===== config.mk =====
export PLATFORM = sky130hd
export DESIGN_NAME = hilo_muldiv_ctrl
export DESIGN_NICKNAME = d
export VERILOG_FILES = /design/src/rtl/hilo_muldiv_ctrl.sv
export SDC_FILE = /design/constraint.sdc
export NUM_CORES = 1
export LEC_CHECK = 0
export CAP_MARGIN = 10
export CORE_UTILIZATION = 43
export DETAILED_ROUTE_END_ITERATION = 10
export PLACE_DENSITY = 0.88
export SYNTH_ARGS = -nofsm -noshare
export SYNTH_HDL_FRONTEND = slang
export SYNTH_SLANG_ARGS = --single-unit

===== constraint.sdc =====
create_clock -name clk -period 3.3 [get_ports clk]
set_input_delay 0.495 -clock clk [delete_from_list [all_inputs] [get_ports clk]]
set_output_delay 0.495 -clock clk [all_outputs]
set_load 0.01 [all_outputs]

===== src/rtl/hilo_muldiv_ctrl.sv =====
// HI/LO owner and multi-cycle multiplier sequencer sitting behind the EX stage.
// Optional MULACC_EN macro enables MADD(U)/MSUB(U) accumulate on commit.
module hilo_muldiv_ctrl #(
  parameter int DATA_W = 32
) (
  input  logic                clk,
  input  logic                rst,
  input  logic                ex_mul_req,
  input  logic                ex_mul_sign,
  input  logic [DATA_W-1:0]   ex_a,
  input  logic [DATA_W-1:0]   ex_b,
  input  logic                ex_mthi,
  input  logic                ex_mtlo,
  input  logic [DATA_W-1:0]   ex_wdata,
  input  logic [1:0]          ex_acc_op,
  input  logic                flush,
  output logic                stall_o,
  output logic                mul_opn_valid,
  output logic [DATA_W-1:0]   mul_a,
  output logic [DATA_W-1:0]   mul_b,
  output logic                mul_sign,
  input  logic                mul_res_valid,
  output logic                mul_res_ready,
  input  logic [2*DATA_W-1:0] mul_result,
  output logic [DATA_W-1:0]   hi_o,
  output logic [DATA_W-1:0]   lo_o
);

  typedef enum logic [1:0] {
    IDLE  = 2'd0,
    ISSUE = 2'd1,
    WAIT  = 2'd2,
    DRAIN = 2'd3
  } state_e;

  state_e              state_q;
  logic                kill_q;
  logic                opn_valid_q;
  logic                res_ready_q;
  logic [DATA_W-1:0]   mul_a_q;
  logic [DATA_W-1:0]   mul_b_q;
  logic                mul_sign_q;
  logic [DATA_W-1:0]   hi_q;
  logic [DATA_W-1:0]   lo_q;
  logic [2*DATA_W-1:0] hilo_d;
  logic                busy;
  logic                accept_mul;
  logic                mt_ok;
  logic                commit;

`ifdef MULACC_EN
  logic [1:0] acc_q;

  always_comb begin
    hilo_d = mul_result;
    case (acc_q)
      2'b01:   hilo_d = {hi_q, lo_q} + mul_result;
      2'b10:   hilo_d = {hi_q, lo_q} - mul_result;
      default: hilo_d = mul_result;
    endcase
  end
`else
  logic unused_acc_op;
  assign unused_acc_op = ^ex_acc_op;

  always_comb begin
    hilo_d = mul_result;
  end
`endif

  assign busy       = (state_q == ISSUE) || (state_q == WAIT);
  assign accept_mul = (state_q == IDLE) && ex_mul_req && !flush;
  // MT writes are legal once the product has landed, so DRAIN accepts them too.
  assign mt_ok      = ((state_q == IDLE) || (state_q == DRAIN)) && !ex_mul_req && !flush;
  assign commit     = (state_q == WAIT) && mul_res_valid && !kill_q && !flush;

  assign stall_o       = !flush && (busy || ex_mul_req);
  assign mul_opn_valid = opn_valid_q;
  assign mul_res_ready = res_ready_q;
  assign mul_a         = mul_a_q;
  assign mul_b         = mul_b_q;
  assign mul_sign      = mul_sign_q;
  assign hi_o          = hi_q;
  assign lo_o          = lo_q;

  always_ff @(posedge clk) begin
    if (rst) begin
      state_q     <= IDLE;
      kill_q      <= 1'b0;
      opn_valid_q <= 1'b0;
      res_ready_q <= 1'b0;
      mul_a_q     <= '0;
      mul_b_q     <= '0;
      mul_sign_q  <= 1'b0;
      hi_q        <= '0;
      lo_q        <= '0;
`ifdef MULACC_EN
      acc_q       <= 2'b00;
`endif
    end else begin
      case (state_q)
        IDLE: begin
          if (accept_mul) begin
            mul_a_q     <= ex_a;
            mul_b_q     <= ex_b;
            mul_sign_q  <= ex_mul_sign;
`ifdef MULACC_EN
            acc_q       <= ex_acc_op;
`endif
            opn_valid_q <= 1'b1;
            state_q     <= ISSUE;
          end
        end
        ISSUE: begin
          opn_valid_q <= 1'b0;
          res_ready_q <= 1'b1;
          kill_q      <= kill_q | flush;
          state_q     <= WAIT;
        end
        WAIT: begin
          kill_q <= kill_q | flush;
          if (mul_res_valid) begin
            state_q <= DRAIN;
            if (commit) begin
              {hi_q, lo_q} <= hilo_d;
            end
          end
        end
        DRAIN: begin
          // The multiplier holds res_valid a few cycles past the handshake.
          if (!mul_res_valid) begin
            state_q     <= IDLE;
            kill_q      <= 1'b0;
            res_ready_q <= 1'b0;
          end
        end
        default: state_q <= IDLE;
      endcase
      if (mt_ok && ex_mthi) begin
        hi_q <= ex_wdata;
      end
      if (mt_ok && ex_mtlo) begin
        lo_q <= ex_wdata;
      end
    end
  end

endmodule


==> impl_metrics.json <==
{
  "core_area_sq_um": 13300,
  "first_global_vias": 5628,
  "postCtsSetupBuffers": 0,
  "crit_type": "reg2out",
  "cts_buffer_depth": 2,
  "path_clk_slew_ns": 0.05,
  "total_power_mw": 6.01,
  "track_usage_pct": 25.0,
  "dr.first_iter.drc_count": 238,
  "hold_path.class": "reg2reg",
  "numCtsBuffers": 17,
  "nFillCells": 985,
  "place.gp.congestion": 0.785,
  "relSlewSlack_pct": 56.0,
  "htreeDepth": 4,
  "cts_resized": 0,
  "stdcell_area_sq_um": 9640,
  "grt_setup_unrepaired": "no",
  "place.detailed.hpwl_microns": 12300,
  "die_width_microns": 120,
  "ant_nets": 0,
  "start_util_pct": 44.5,
  "io_pins": 302,
  "worstPathArrival_ns": 2.05,
  "drt_wl_total_microns": 17800,
  "syn_nets": 852,
  "status": "complete, no violations",
  "synth-seq-cells": 134,
  "yosys.area_share.adder_pct": 1.05,
  "post_dp_cell_area_sq_um": 8950,
  "synth_top_family_by_area": "simple AND/OR/NAND/NOR gates",
  "dp.cells": 1108,
  "synth_largest_area_cell": "dfxtp_1",
  "route.vias.total": 5720,
  "synthFlopType": "dfxtp_1",
  "dr.pass1.iters": 5,
  "synthCells": 677,
  "fin_hold_ws_ns": 0.451,
  "area_growth_pct": 62.2,
  "layout_commonest_cell": "clkdlybuf4s50_1",
  "yosysUniqueCellTypes": 25,
  "total_leakage_power_nw": 3.36,
  "synth_top_cells_by_area": "dfxtp_1 45%, a311oi_2 15%, nand2_1 13%",
  "synth_edf_count": 0,
  "finalSetupViolations": 0,
  "fin_crit_sh_pct": 77.0,
  "die_area_sq_um": 14300,
  "clkSinkCount": 134,
  "antenna_found_initial": 0,
  "clk_latency_ns": 0.41,
  "cts_hold_buf": 0,
  "synth_xor_area_share_pct": 0,
  "drv_slew": 0,
  "synth_area_per_cell_sq_um": 8.78,
  "hold_viol": 0,
  "nets": 1126,
  "die_height_microns": 120,
  "route.detailed.drc": 0,
  "regToRegSetupSlack_ns": 1.13,
  "period_minus_slack_ns": 2.54,
  "final_cell_mix": "298 x clkdlybuf4s50_1, 199 x nand2_1, 134 x dfxtp_1",
  "wl_per_cell_microns": 15.6,
  "syn_area_sq_um": 5940,
  "gr-total-overflow": 0,
  "setup_tns_ns": 0,
  "ys_seq_area_share_pct": 45.2,
  "grt_pass1_wl_microns": 27800,
  "cts-root-buf": "clkbuf_16",
  "vias_per_cell": 5.02,
  "n_antenna_cell": 0,
  "p_per_area_nw_per_um2": 624,
  "grt_max_degree": 66,
  "cp.required_ns": 2.80,
  "drive_above_1_share_pct": 17.9,
  "synth_compound_area_share_pct": 22.1,
  "max_cap_violations": 0,
  "synth_warnings": 0,
  "port_buffers": 299,
  "cts_tree": "done",
  "cp-start-kind": "flop",
  "synth.top_cell.area_share_pct": 45.2,
  "fmax_mhz": 394,
  "synthMuxAreaShare_pct": 0.168,
  "synthArstFlopShare_pct": 0,
  "rows": 42,
  "critical_path_peak_fanout": 4,
  "worst_pin_slew_ns": 0.660,
  "fin_cells": 1140,
  "worstSetupEndpointType": "output pin",
  "synthSimpleGateAreaFrac_pct": 25.0,
  "fin_skew_ns": 0.00577,
  "ir_worst_vdd_mv": 0.401
}
==> worst max-delay path, cell delays in order, from the launching register on <==
cell	delay (ns)
dfxtp_1	0.38
inv_1	0.10
ha_1	0.36
nor2_1	0.06
nor2_1	0.10
clkdlybuf4s50_1	0.64
==> flip-flops by register name, summed over array words and instances (netlist names) <==
signal	cells
mul_sign	1
mul_b	32
lo_o	32
state_q	2
mul_a	32
kill_q	1
mul_res_ready	1
mul_opn_valid	1
hi_o	32
==> report_power, final <==
part	leakage [nW]	switching [mW]	internal [mW]
clock network	0.340	0.700	1.48
registers	1.09	0.139	1.88
logic	1.92	0.873	0.943
total	3.36	1.71	4.30
==> layout make-up <==
| class | count | area [sq um] | area share (%) |
|---|---|---|---|
| Clock inverter | 12 | 221 | 2.30 |
| Tap cell | 176 | 220 | 2.29 |
| Multi-Input combinational cell | 484 | 2870 | 29.8 |
| Sequential cell | 134 | 2680 | 27.8 |
| Inverter | 5 | 18.8 | 0.195 |
| Clock buffer | 20 | 467 | 4.84 |
| Timing Repair Buffer | 309 | 3150 | 32.7 |
==> logic make-up (layout without fill, tap and decap cells) <==
| family | Yosys count | after routing |
|---|---|---|
| flops | 134 | 134 |
| buf+inv | 59 | 346 |
| compound gates | 135 | 135 |
| fa+ha+maj | 5 | 5 |
| mux | 1 | 1 |
| simple gates | 343 | 343 |
==> through the flow <==
step           worst slack [ns]  utilization, %
6_report                  0.759            72.2
5_1_grt                   0.670            72.2
4_1_cts                   0.739            72.2
3_5_place_dp              0.843            67.0
3_3_place_gp              0.889            67.0
2_1_floorplan              1.65               -
==> synthesized netlist by cell type, types with 2 or more instances <==
library cell and number:
ha_1 5, a2bb2oi_1 2, a311oi_2 60, dfxtp_1 134, nand2_2 62, nor2_1 73, a311oi_1 4, inv_1 5
a21oi_1 67, buf_2 25, clkbuf_1 16, buf_4 6, nor2_2 2, nand2_1 199, buf_12 7
==> final timing paths <==
kind         startpoint  depth (start not counted)        to
min            mul_a[7]                          2  mul_a[7]
min reg2reg    mul_a[7]                          2  mul_a[7]
max reg2reg  state_q[0]                          7  lo_o[11]
max          state_q[0]                          5   stall_o
==> metal layers <==
metal	track usage (%)	wire [microns]	up-vias
met5	0	0	-
met4	12.8	669	0
met3	9.27	1420	45
met2	42.7	8810	226
met1	26.9	6900	2629
li1	-	-	2820
(Power assumes the default switching activity.)
